<file path="config.mk">
export PLATFORM = sky130hd
export DESIGN_NAME = led_ctrl_flat
export DESIGN_NICKNAME = d
export VERILOG_FILES = /design/src/rtl/led_ctrl_if.sv /design/src/rtl/led_ctrl.sv /design/src/flat_wrapper.sv
export SDC_FILE = /design/constraint.sdc
export NUM_CORES = 1
export LEC_CHECK = 0
export ABC_AREA = 1
export BUFFER_PORTS_ARGS = -buffer_cell sky130_fd_sc_hd__clkbuf_2
export CAP_MARGIN = 15
export CORE_MARGIN = 2
export CORE_UTILIZATION = 30
export CTS_CLUSTER_SIZE = 30
export DETAILED_ROUTE_END_ITERATION = 10
export GPL_TIMING_DRIVEN = 0
export SLEW_MARGIN = 30
export SYNTH_ARGS = -nofsm -noshare
export SYNTH_HDL_FRONTEND = slang
export SYNTH_SLANG_ARGS = --single-unit
</file>
<file path="constraint.sdc">
create_clock -name clk -period 3.9 [get_ports clk]
set_clock_uncertainty 0.1 [all_clocks]
set_input_delay 0.585 -clock clk [delete_from_list [all_inputs] [get_ports clk]]
set_output_delay 0.585 -clock clk [all_outputs]
set_load 0.02 [all_outputs]
</file>
<file path="src/rtl/led_ctrl_if.sv">
// rtl/led_ctrl_if.sv - register bus between a bus master and the LED controller
interface led_ctrl_if;
  logic [1:0]  Addr;
  logic [31:0] Din;
  logic        We;
  logic [31:0] Dout;

  modport master (output Addr, output Din, output We, input Dout);
  modport slave  (input Addr, input Din, input We, output Dout);
endinterface

</file>
<file path="src/rtl/led_ctrl.sv">
// rtl/led_ctrl.sv - memory-mapped LED controller with static, blink, rotate and PWM modes
module led_ctrl #(
  parameter int                    N_LED       = 16,
  parameter logic [31:0]           RST_PATTERN = 32'h000055aa,
  parameter int                    CNT_W       = 24,
  parameter logic [CNT_W-1:0]      DEF_PERIOD  = 24'd49999,
  parameter int                    PWM_W       = 8
) (
  input  logic             clk,
  input  logic             rst,
  led_ctrl_if.slave        bus,
  output logic [N_LED-1:0] user_led
);

  typedef enum logic [1:0] {
    MODE_STATIC = 2'b00,
    MODE_BLINK  = 2'b01,
    MODE_ROTATE = 2'b10,
    MODE_PWM    = 2'b11
  } mode_t;

  localparam logic [N_LED-1:0] RST_LED  = RST_PATTERN[N_LED-1:0];
  localparam logic [PWM_W-1:0] DUTY_RST = PWM_W'(1) << (PWM_W - 1);

  logic [N_LED-1:0] pattern;
  logic [N_LED-1:0] sh;
  logic [N_LED-1:0] display;
  logic [2:0]       ctrl;
  logic [CNT_W-1:0] period;
  logic [CNT_W-1:0] cnt;
  logic [PWM_W-1:0] duty;
  logic [PWM_W-1:0] pwm_cnt;
  logic             phase;
  logic             wr_pat, wr_ctrl, wr_period, wr_duty;
  logic             tick;
  mode_t            mode;
  logic             unused_din;

  assign unused_din = &{1'b0, bus.Din};

  assign wr_pat    = bus.We && (bus.Addr == 2'd0);
  assign wr_ctrl   = bus.We && (bus.Addr == 2'd1);
  assign wr_period = bus.We && (bus.Addr == 2'd2);
  assign wr_duty   = bus.We && (bus.Addr == 2'd3);

  // A CTRL or PERIOD write restarts the prescaler and swallows any tick due that cycle.
  assign tick = (cnt == period) && !(wr_ctrl || wr_period);
  assign mode = mode_t'(ctrl[1:0]);

  function automatic logic [N_LED-1:0] rot_left(input logic [N_LED-1:0] v);
    return (v << 1) | (v >> (N_LED - 1));
  endfunction

  function automatic logic [N_LED-1:0] rot_right(input logic [N_LED-1:0] v);
    return (v >> 1) | (v << (N_LED - 1));
  endfunction

  always_comb begin
    display = pattern;
    case (mode)
      MODE_STATIC: display = pattern;
      MODE_BLINK:  display = phase ? pattern : '0;
      MODE_ROTATE: display = sh;
      MODE_PWM:    display = (pwm_cnt < duty) ? pattern : '0;
      default:     display = pattern;
    endcase
  end

  always_ff @(posedge clk) begin
    if (rst) begin
      pattern  <= RST_LED;
      ctrl     <= 3'd0;
      period   <= DEF_PERIOD;
      duty     <= DUTY_RST;
      cnt      <= '0;
      pwm_cnt  <= '0;
      phase    <= 1'b1;
      sh       <= RST_LED;
      user_led <= RST_LED;
    end else begin
      user_led <= display;
      pwm_cnt  <= pwm_cnt + PWM_W'(1);

      if (wr_pat)    pattern <= bus.Din[N_LED-1:0];
      if (wr_ctrl)   ctrl    <= bus.Din[2:0];
      if (wr_period) period  <= bus.Din[CNT_W-1:0];
      if (wr_duty)   duty    <= bus.Din[PWM_W-1:0];

      if (wr_ctrl || wr_period || tick) cnt <= '0;
      else                              cnt <= cnt + CNT_W'(1);

      if (wr_ctrl)   phase <= 1'b1;
      else if (tick) phase <= ~phase;

      // A new pattern beats a same-cycle rotation step.
      if (wr_pat)       sh <= bus.Din[N_LED-1:0];
      else if (wr_ctrl) sh <= pattern;
      else if (tick)    sh <= ctrl[2] ? rot_right(sh) : rot_left(sh);
    end
  end

  always_comb begin
    bus.Dout = '0;
    case (bus.Addr)
      2'd0:    bus.Dout[N_LED-1:0] = pattern;
      2'd1:    bus.Dout[2:0]       = ctrl;
      2'd2:    bus.Dout[CNT_W-1:0] = period;
      2'd3:    bus.Dout[PWM_W-1:0] = duty;
      default: bus.Dout = '0;
    endcase
  end

endmodule

</file>
<file path="src/flat_wrapper.sv">
// flat-port wrapper written by rule: the top's interface ports become plain ports
module led_ctrl_flat 
#(
  parameter int                    N_LED       = 16,
  parameter logic [31:0]           RST_PATTERN = 32'h000055aa,
  parameter int                    CNT_W       = 24,
  parameter logic [CNT_W-1:0]      DEF_PERIOD  = 24'd49999,
  parameter int                    PWM_W       = 8
)
  (clk, rst, user_led, bus_Addr, bus_Din, bus_We, bus_Dout);
  led_ctrl_if bus_i ();
  input  logic clk;
  input  logic rst;
  output logic [N_LED-1:0] user_led;
  input wire logic [$bits(bus_i.Addr)-1:0] bus_Addr;
  input wire logic [$bits(bus_i.Din)-1:0] bus_Din;
  input wire logic [$bits(bus_i.We)-1:0] bus_We;
  output wire logic [$bits(bus_i.Dout)-1:0] bus_Dout;
  assign bus_i.Addr = bus_Addr;
  assign bus_i.Din = bus_Din;
  assign bus_i.We = bus_We;
  assign bus_Dout = bus_i.Dout;
  led_ctrl #(.N_LED(N_LED), .RST_PATTERN(RST_PATTERN), .CNT_W(CNT_W), .DEF_PERIOD(DEF_PERIOD), .PWM_W(PWM_W)) u_core (.clk(clk), .rst(rst), .bus(bus_i), .user_led(user_led));
endmodule
</file>
Word-level counts from Yosys, hierarchy flattened
Index checks and enable logic that the tools add are counted.
{"block": "word_totals", "reg_bits": 116, "output_inout_bits": 48}
{"block": "classes", "addsub": 2, "order_cmp": 1, "n_eq_ne": 7, "mux": 11, "bitwise": 3, "n_reduce_logical": 13}
{"cell": "2-to-1 mux 16 bit", "count": 6}
{"cell": "one-hot mux 16 bit (4 select lines)", "count": 1}
{"cell": "adder 24 x 1 -> 24 bit, second input constant", "count": 1}
{"cell": "== test 24 bit", "count": 1}
{"cell": "OR 15 x 16 -> 16 bit", "count": 1}
{"cell": "OR 16 x 1 -> 16 bit", "count": 1}
{"cell": "one-hot mux 8 bit (2 select lines)", "count": 1}
{"cell": "one-hot mux 5 bit (3 select lines)", "count": 1}
{"cell": "one-hot mux 3 bit (4 select lines)", "count": 1}
{"cell": "adder 8 x 1 -> 8 bit, second input constant", "count": 1}
{"cell": "== test 2 bit, second input constant", "count": 4}
{"cell": "< comparator 8 bit", "count": 1}
{"cell": "2-to-1 mux 8 bit", "count": 1}
{"cell": "logical AND 1 bit", "count": 5}
{"cell": "== test 2 x 1 -> 1 bit, second input constant", "count": 2}
{"cell": "logical NOT 2 bit", "count": 2}
{"cell": "OR reduction 2 bit", "count": 2}
{"cell": "nonzero test 3 bit", "count": 1}
{"cell": "logical OR 1 bit", "count": 2}
{"cell": "logical NOT 1 bit", "count": 1}
{"cell": "NOT 1 bit", "count": 1}

Logic depth before layout (Yosys ltp)
Gate-level depths: netlist (run 1).
{"block": "depth", "depth_word": 8, "ltp_mapped": 13}

Least setup slack after synthesis (run 1)
No wires, ideal clock.
{"block": "synth_timing", "kind": "input port to output port", "startpoint": "in bus_Addr[1]", "endpoint": "out bus_Dout[1]", "arrival_time_ns": 1.462, "required_time_ns": 3.215, "slack_ns": 1.753, "stages": 7, "n_path_buf": 1, "path_cell_list": "inv_1 -> nor2_1 -> clkbuf_1 -> nand2_1 -> o21ai_0 -> a21oi_1 -> o21ai_0"}
{"block": "synth_between", "elab_chain_len": 2, "elab_cells_between_ends": 5, "classes_between": "3 x eq/ne; 1 x mux; 1 x reduce/logical"}
{"element": "from (decl)", "line": "flat_wrapper.sv:15", "source": "input wire logic [$bits(bus_i.Addr)-1:0] bus_Addr;"}
{"element": "== test 2 bit (tied with other cells)", "line": "led_ctrl.sv:104", "source": "case (bus.Addr)"}
{"element": "one-hot mux 3 bit (4 select lines) (*)", "line": "led_ctrl.sv:104"}
{"element": "to (decl)", "line": "flat_wrapper.sv:18", "source": "output wire logic [$bits(bus_i.Dout)-1:0] bus_Dout;"}
Every way passes the cells marked *; elsewhere a longest branch is shown, timed or not.

Final worst setup path (run 1)
Ends and elaborated chain as after synthesis.

==> metrics.log, run 1 <==
INFO  metric fin_ws = 1.13 ns
INFO  metric fraction_of_the_mapped_netlist_area_in_compound_gates = 16.4%
INFO  metric synth_xor_area_share = 4.29%
INFO  metric die-height = 147 µm
INFO  metric fin_hold_ws = 0.299 ns
INFO  metric yosys.area_share.adder = 1.84%
INFO  metric worstReg2RegStart = u_core.pwm_cnt[5]
INFO  metric final-hold-violation-count = 0
INFO  metric detailroute.via_count = 6139
INFO  metric relSlewSlack = 55.2%
INFO  metric drive_gt1_share = 14.4%
INFO  metric flow.area_growth_from_synthesis = 21.3%
INFO  metric power.ir.vdd_worst = 0.312 mV
INFO  metric timing.hold.worst.start = bus_Din[14]
INFO  metric setup_tns = 0 ns
INFO  metric min_delay_path_depth = 3
INFO  metric rsz0062_at_grt = no
INFO  metric fin_cells = 1273
INFO  metric per_cell_via_count_in_the_routed_design = 4.82
INFO  metric worst-slew-pin-transition = 0.672 ns
INFO  metric cts_resized = 0
INFO  metric floorplan.rows = 52
INFO  metric stdcell_area = 7420 µm²
INFO  metric clk_pin_slew = 0.06 ns
INFO  metric route.final.wire_length = 19700 µm
INFO  metric maxSlewViolCount = 0
INFO  metric gp_congestion = 0.939
INFO  metric detail-route-antenna-nets = 0
INFO  metric initial_utilization = 30.5%
INFO  metric antenna_found_initial = 0
INFO  metric timing.setup.critical_path_class = input pin to primary output
INFO  metric regToRegSetupSlack = 1.65 ns
INFO  metric synth.avg_cell_area = 6.83 µm²
INFO  metric cts_buffer_depth = 2
INFO  metric worstPathMaxFanout = 10
INFO  metric synth_top_area_share = 37.9%
INFO  metric ctsRootBufferMaster = sky130_fd_sc_hd__clkbuf_16
INFO  metric timing.hold.worst.class = input pin to flop
INFO  metric placement.io_buffers = 68
INFO  metric yosys_warnings = 0
INFO  metric pin_count_of_the_biggest_net_entering_global_routing = 17
INFO  metric route.detailed.drc = 0
INFO  metric ff2ff_path_depth = 7
INFO  metric share_of_synthesized_area_occupied_by_flip_flops_and_latches = 37.9%
INFO  metric post_synth_instance_area = 6120 µm²
INFO  metric hold_buffers = 0
INFO  metric synth_area_leaders = sky130_fd_sc_hd__dfxtp_1, sky130_fd_sc_hd__nand2_1, sky130_fd_sc_hd__nor2_1
INFO  metric hpwlAfterDp = 14900 µm
INFO  metric global_route_wire_length_before_repair = 30700 µm
INFO  metric drtPass1Iterations = 8
INFO  metric post_synthesis_cell_type_with_the_largest_combined_area = sky130_fd_sc_hd__dfxtp_1
INFO  metric yosysUniqueCellTypes = 39
INFO  metric synth_top_family_by_area = simple AND/OR/NAND/NOR gates
INFO  metric cellLeakagePower = 0.00310 µW
INFO  metric grt.met1_usage = 23.0%
INFO  metric clock_latency = 0.42 ns
INFO  metric timing.final.crit_period = 2.77 ns
INFO  metric io-pin-count = 85
INFO  metric grt.met2_usage = 30.9%
INFO  metric start_kind = input pin
INFO  metric critical_path.endpoint_type = primary output
INFO  metric cts.sink_count = 116
INFO  metric die-width = 147 µm
INFO  metric powerDensity = 444 nW/µm²
INFO  metric fp.coreArea = 20100 µm²
INFO  metric final_stage_net_count = 1037
INFO  metric minimum_setup_slack_after_placement = 1.13 ns
INFO  metric reported_max_cap_violation_count = 0
INFO  metric finalSetupViolations = 0
INFO  metric via_count_of_the_first_global_routing_pass = 5709
INFO  metric dieArea = 21600 µm²
INFO  metric globalRoute.totalOverflow = 0
INFO  metric synth-seq-cells = 116
INFO  metric achievable-frequency = 361 MHz
INFO  metric place_inst = 1242
INFO  metric detail_route.iter0.violations = 550
INFO  metric grt_util_all_layers = 18.5%
INFO  metric top_usage_layer = met2
INFO  metric layout_worst_path_cycle_share = 71.0%
INFO  metric detail_route.wl_per_cell = 15.5 µm
INFO  metric numCtsBuffers = 17
INFO  metric grt.met3_usage = 4.66%
INFO  metric synth.area.mux_share = 0%
INFO  metric synth_simple_gate_area_share = 28.5%
INFO  metric cts-htree-levels = 4
INFO  metric outcome = finished, final reports clean
INFO  metric cts_tree = yes
INFO  metric worst_ep_required_time = 3.21 ns
INFO  metric crit_start = bus_Addr[1]
INFO  metric cts.repair_timing.setup_buffer_count = 0
INFO  metric placed_area = 6830 µm²
INFO  metric syn_inst = 897
INFO  metric crit_arrival = 2.08 ns
INFO  metric insertedDiodeCount = 0
==> layer usage <==
layer | wire length [µm] | up-vias
li1 | - | 3117
met1 | 8390 | 2755
met2 | 9590 | 233
met3 | 1320 | 34
met4 | 397 | 0
met5 | 0 | -
==> metrics by stage <==
| step | util, % | total power (µW) |
|---|---|---|
| 3_5_place_dp | 34.0 | 1710 |
| 3_3_place_gp | 34.0 | 1710 |
| 6_report | 36.9 | 3290 |
| 5_1_grt | 36.9 | 3420 |
| 2_1_floorplan | - | 1570 |
| 4_1_cts | 36.9 | 3310 |
==> kinds of logic (layout without fill, tap and decap cells) <==
logic type	after synthesis	after routing
and+or+nand+nor	403	403
other	1	8
AOI/OAI and AO/OA	181	181
adders and majority gates	9	9
xor gates and xnor gates	30	30
DFF	116	116
buffers and inverters	157	256
==> worst paths after layout <==
path,to
hold reg to reg,u_core.pwm_cnt[0]
setup / recovery,bus_Dout[1]
setup reg to reg,u_core.user_led[2]
hold / removal,u_core.period[14]
==> where the power goes <==
group | internal, µW | switching (µW) | leakage [µW] | total, µW
combinational | 134 | 275 | 0.00187 | 409
clock | 1010 | 584 | 0.000284 | 1600
sequential | 1240 | 42.8 | 0.000948 | 1290
==> cell usage in the layout (no fill, tap or decap), types with 8 or more instances in the layout <==
master	instances
sky130_fd_sc_hd__inv_1	101
sky130_fd_sc_hd__a21oi_1	72
sky130_fd_sc_hd__clkbuf_16	17
sky130_fd_sc_hd__xnor2_1	19
sky130_fd_sc_hd__nor3_1	23
sky130_fd_sc_hd__clkbuf_1	25
sky130_fd_sc_hd__nor2_1	109
sky130_fd_sc_hd__o22ai_1	16
sky130_fd_sc_hd__a211oi_1	9
sky130_fd_sc_hd__buf_2	8
sky130_fd_sc_hd__buf_4	11
sky130_fd_sc_hd__nand4_1	14
sky130_fd_sc_hd__clkbuf_2	68
sky130_fd_sc_hd__ha_1	9
sky130_fd_sc_hd__conb_1	8
sky130_fd_sc_hd__nand3_1	60
sky130_fd_sc_hd__xor2_1	11
sky130_fd_sc_hd__dfxtp_1	116
sky130_fd_sc_hd__nand2_1	175
sky130_fd_sc_hd__o21ai_0	67
==> layout make-up <==
type	instances	area (µm²)
Tap cell	270	338
Clock buffer	18	439
Timing Repair Buffer	68	340
Sequential cell	116	2320
Multi-Input combinational cell	631	3150
Clock inverter	13	158
Fill cell	2136	12700
Buffer	49	269
Inverter	108	405
==> flip-flops by register name, summed over array words and instances, names as in the netlist <==
| register | cells |
|---|---|
| u_core.cnt | 24 |
| u_core.period | 24 |
| u_core.pattern | 16 |
| u_core.sh | 16 |
| u_core.user_led | 16 |
| u_core.duty | 8 |
| u_core.pwm_cnt | 8 |
| u_core.ctrl | 3 |
| u_core.phase | 1 |
==> critical path, stage by stage <==
cell and delay (ns):
sky130_fd_sc_hd__clkbuf_2 0.13, sky130_fd_sc_hd__inv_1 0.05, sky130_fd_sc_hd__nor2_1 0.26, sky130_fd_sc_hd__clkbuf_1 0.43, sky130_fd_sc_hd__nand2_1 0.10, sky130_fd_sc_hd__o21ai_0 0.13
sky130_fd_sc_hd__a21oi_1 0.06, sky130_fd_sc_hd__o21ai_0 0.12, sky130_fd_sc_hd__clkbuf_2 0.22
==> cell usage after synthesis <==
cell type,number
sky130_fd_sc_hd__nor4_1,2
sky130_fd_sc_hd__nand4_1,14
sky130_fd_sc_hd__a32oi_1,5
sky130_fd_sc_hd__or2_1,1
sky130_fd_sc_hd__o221ai_1,5
sky130_fd_sc_hd__or2_0,1
sky130_fd_sc_hd__or2_2,3
sky130_fd_sc_hd__buf_4,11
sky130_fd_sc_hd__nand2_2,1
sky130_fd_sc_hd__o21a_1,1
sky130_fd_sc_hd__nor3_1,23
sky130_fd_sc_hd__nor2_1,109
sky130_fd_sc_hd__a211oi_1,9
sky130_fd_sc_hd__nand2_1,175
sky130_fd_sc_hd__a21oi_2,1
sky130_fd_sc_hd__buf_6,4
sky130_fd_sc_hd__buf_2,8
sky130_fd_sc_hd__o211ai_1,4
sky130_fd_sc_hd__conb_1,1
sky130_fd_sc_hd__clkinv_1,3
sky130_fd_sc_hd__nand3_1,60
sky130_fd_sc_hd__a21oi_1,72
sky130_fd_sc_hd__and2_1,1
sky130_fd_sc_hd__xnor2_1,19
sky130_fd_sc_hd__or3_1,1
sky130_fd_sc_hd__nor2_4,3
sky130_fd_sc_hd__o21ai_1,1
sky130_fd_sc_hd__dfxtp_1,116
sky130_fd_sc_hd__o22ai_1,16
sky130_fd_sc_hd__nor2_2,5
sky130_fd_sc_hd__nand3_4,1
sky130_fd_sc_hd__inv_2,4
sky130_fd_sc_hd__o21ai_0,67
sky130_fd_sc_hd__xor2_1,11
sky130_fd_sc_hd__ha_1,9
sky130_fd_sc_hd__clkbuf_4,1
sky130_fd_sc_hd__nand3_2,3
sky130_fd_sc_hd__clkbuf_1,25
sky130_fd_sc_hd__inv_1,101
Note: power is estimated with default switching activity, not from simulation.
==> run 2, diff against run 1 <==
Settings changed: ABC_AREA 1 to 0.
Clock period 3.9 ns to 2.2 ns, I/O delays scaled along.
==> metrics.log, run 2 <==
INFO  metric maxSlewViolCount = 0 (unchanged)
INFO  metric timing.critical_path.buf_inv = 2 (-2)
INFO  metric critical_path.endpoint_type = primary output
INFO  metric drive_gt1_share = 19.0% (+4.6 points)
INFO  metric worstPathMaxFanout = 18 (+8)
INFO  metric detail_route.iter0.violations = 352 (-36%)
INFO  metric fp.coreArea = 18000 µm² (-11%)
INFO  metric timing.hold.worst.class = input pin to flop
INFO  metric final_stage_net_count = 777 (-25%)
INFO  metric grt_util_all_layers = 16.0% (-2.5 points)
INFO  metric drtPass1Iterations = 5 (-3)
INFO  metric path_cells = buf_2, mux4_2, clkbuf_2
INFO  metric cts_tree = yes
INFO  metric reported_max_cap_violation_count = 0 (unchanged)
INFO  metric timing.setup.critical_path_class = flop to primary output
INFO  metric worst_ep_required_time = 1.77 ns (-1.44 ns)
INFO  metric detail-route-antenna-nets = 0 (unchanged)
INFO  metric regToRegEndpoint = u_core.user_led[0]
INFO  metric largestRegisters = u_core.cnt (24), u_core.period (24)
INFO  metric finalSetupViolations = 0 (unchanged)
INFO  metric final-hold-violation-count = 0 (unchanged)
INFO  metric detailroute.via_count = 4813 (-22%)
INFO  metric insertedDiodeCount = 0 (unchanged)
INFO  metric place_inst = 940 (-24%)
INFO  metric layout.cells.most_common = sky130_fd_sc_hd__nand2_1
INFO  metric worstReg2RegStart = u_core.duty[1]
INFO  metric cts_buffer_depth = 2 (unchanged)
INFO  metric numCtsBuffers = 17 (unchanged)
INFO  metric min_delay_path_depth = 3 (unchanged)
INFO  metric synth_top_area_share = 42.4% (+4.5 points)
INFO  metric route.detailed.drc = 0 (unchanged)
INFO  metric setup_tns = 0 ns (unchanged)
INFO  metric syn_inst = 638 (-29%)
INFO  metric synth_area_leaders = sky130_fd_sc_hd__dfxtp_1, sky130_fd_sc_hd__nand2_1, sky130_fd_sc_hd__xnor2_1
INFO  metric global_route_wire_length_before_repair = 24100 µm (-21%)
INFO  metric achievable-frequency = 466 MHz
INFO  metric ff2ff_path_depth = 8 (+1)
INFO  metric yosys.cell_count.top_type = sky130_fd_sc_hd__nand2_1
INFO  metric rsz0062_at_grt = no
INFO  metric sum_of_routed_wire_segments_on_met1 = 6850 µm (-18%)
INFO  metric synthTopCellsByCount = sky130_fd_sc_hd__nand2_1, sky130_fd_sc_hd__dfxtp_1, sky130_fd_sc_hd__nor2_1, sky130_fd_sc_hd__a21oi_1, sky130_fd_sc_hd__xnor2_1
INFO  metric start_kind = flop
INFO  metric hpwlAfterDp = 11800 µm (-21%)
INFO  metric yosysUniqueCellTypes = 47 (+21%)
INFO  metric crit_arrival = 1.72 ns (-0.36 ns)
INFO  metric cts.sink_count = 116 (unchanged)
INFO  metric wl_met3 = 883 µm (-33%)
INFO  metric layout.cells.most_common_list = sky130_fd_sc_hd__nand2_1, sky130_fd_sc_hd__dfxtp_1, sky130_fd_sc_hd__clkbuf_2, sky130_fd_sc_hd__nor2_1, sky130_fd_sc_hd__a21oi_1
INFO  metric synth_enable_flop_cells = 0 (unchanged)
INFO  metric cts-htree-levels = 4 (unchanged)
INFO  metric cellLeakagePower = 0.00260 µW (-16%)
INFO  metric post-route-util = 37.6% (+0.68 points)
INFO  metric critical-path-slowest-cell = sky130_fd_sc_hd__mux4_2
INFO  metric outcome = finished, final reports clean
INFO  metric power.ir.vdd_worst = 0.570 mV (+83%)
INFO  metric timing.final.crit_period = 2.15 ns
INFO  metric worst-slew-pin-transition = 0.728 ns (+0.0563 ns)
INFO  metric ctsRootBufferMaster = sky130_fd_sc_hd__clkbuf_16
INFO  metric fin_cells = 973 (-24%)
INFO  metric io-pin-count = 85 (unchanged)
INFO  metric hold-path-endpoint = u_core.period[17]
INFO  metric initial_utilization = 30.5% (about the same)
INFO  metric critical-path-max-stage-delay = 0.55 ns (+0.12 ns)
INFO  metric regToRegSetupSlack = 0.12 ns (-1.53 ns)
INFO  metric share_of_synthesized_area_occupied_by_flip_flops_and_latches = 42.4% (+4.5 points)
INFO  metric antenna_found_initial = 0 (unchanged)
INFO  metric path_delay_family = multiplexers
INFO  metric synth.avg_cell_area = 8.58 µm² (+26%)
INFO  metric layout_worst_path_cycle_share = 97.6%
INFO  metric yosys_most_used_dff = sky130_fd_sc_hd__dfxtp_1
INFO  metric pin_count_of_the_biggest_net_entering_global_routing = 19 (+2)
INFO  metric wl_met2 = 7270 µm (-24%)
INFO  metric post_synthesis_cell_type_with_the_largest_combined_area = sky130_fd_sc_hd__dfxtp_1
INFO  metric clock_latency = 0.42 ns (about the same)
INFO  metric relSlewSlack = 51.5% (-3.8 points)
INFO  metric via_count_of_the_first_global_routing_pass = 4445 (-22%)
INFO  metric flow.area_growth_from_synthesis = 23.4%
INFO  metric floorplan.rows = 49 (-5.8%)
INFO  metric placement.io_buffers = 66 (-2.9%)
INFO  metric globalRoute.totalOverflow = 0 (unchanged)
INFO  metric powerDensity = 827 nW/µm² (+87%)
INFO  metric synth-seq-cells = 116 (unchanged)
INFO  metric die-height = 139 µm (-5.3%)
INFO  metric detail_route.wl_per_cell = 15.8 µm (+2.2%)
INFO  metric route.final.wire_length = 15400 µm (-22%)
INFO  metric per_cell_via_count_in_the_routed_design = 4.95 (+2.6%)
INFO  metric dieArea = 19300 µm² (-10%)
INFO  metric async_s_r_ff_share_synth = 0% (unchanged)
INFO  metric max_layer_used = met4
INFO  metric yosys_warnings = 0 (unchanged)
INFO  metric die-width = 139 µm (-5.3%)
INFO  metric post_synth_instance_area = 5480 µm² (-11%)
INFO  metric timing.hold.worst.start = bus_Din[17]
INFO  metric gp_congestion = 0.933 (-0.66%)
INFO  metric clk_pin_slew = 0.05 ns (about the same)
-- run 2: cell types whose count changed after synthesis, sizes merged, moves of 9 or more --
cell    before  now
inv        105   11
o21ai       68    7
nor2       117   59
nand2      176  132
nand3       64   25
a21oi       73   42
mux2i        0   29
xnor2       19   36
o22ai       16    1
nor3        23   10
o211ai       4   17
and2         1   11
a32o         0    9
-- run 2: area by class of cell --
type	count	area, µm²
Clock buffer	21	460
Buffer	45	244
Clock inverter	11	133
Timing Repair Buffer	68	345
Tap cell	229	287
Inverter	12	45.0
Fill cell	1831	11200
Sequential cell	116	2320
Multi-Input combinational cell	471	2920
-- run 2: worst max-delay path by stage --
stage,cells past startpoint,slack (ns),start,endpoint
after detailed placement,9,-0.07,u_core.duty[5],u_core.user_led[0]
final,3,0.05,u_core.ctrl[2],bus_Dout[2]
after global routing,9,0.01,u_core.duty[5],u_core.user_led[4]
after global placement,9,-0.08,u_core.duty[5],u_core.user_led[11]
after floorplan,4,0.32,bus_Addr[0],bus_Dout[3]
after CTS,9,0.003,u_core.duty[5],u_core.user_led[0]
-- run 2: cells by family after synthesis --
| logic type | share of synthesized area, % |
|---|---|
| DFF | 42.4 |
| muxes | 6.54 |
| AOI/OAI and AO/OA | 13.7 |
| and+or+nand+nor | 21.7 |
| adders and majority gates | 2.06 |
| other | 0.0685 |
| xor gates and xnor gates | 8.32 |
| buffers and inverters | 5.19 |
-- run 2: metal layers --
layer / up-vias / track usage, %
li1: 2385 / -
met1: 2225 / 20.5
met2: 174 / 26.0
met3: 29 / 3.52
met4: 0 / 6.86
met5: - / 0
-- run 2: timing repair --
action                                  CTS  global route
gates resized for setup                   2             7
pin swaps                                 0             2
gates cloned                              0             0
endpoints found under the setup margin   12            22
buffers inserted                          0             2
hold buffers                              0             0
-- run 2: stage by stage --
step	setup slack, ns	hold slack (ns)	total power, µW	area (µm²)
finish	0.0528	0.0316	5590	6760
detailed placement	-0.0657	0.353	2840	6120
global placement	-0.0801	0.339	2830	6120
floorplan	0.316	0.321	2650	5500
global route	0.0146	0.0318	5780	6760
CTS	0.00278	0.0208	5620	6720
-- run 2: worst min-delay path, delay by kind of cell --
| kind | cells | cell delay [ns] |
|---|---|---|
| AOI/OAI and AO/OA | 1 | 0.05 |
| and+or+nand+nor | 1 | 0.05 |
| buffers and inverters | 1 | 0.08 |
-- run 2: power by group --
part / switching [µW] / internal [µW]
clock: 964 / 1820
combinational: 334 / 208
sequential: 80.3 / 2180
total: 1380 / 4210
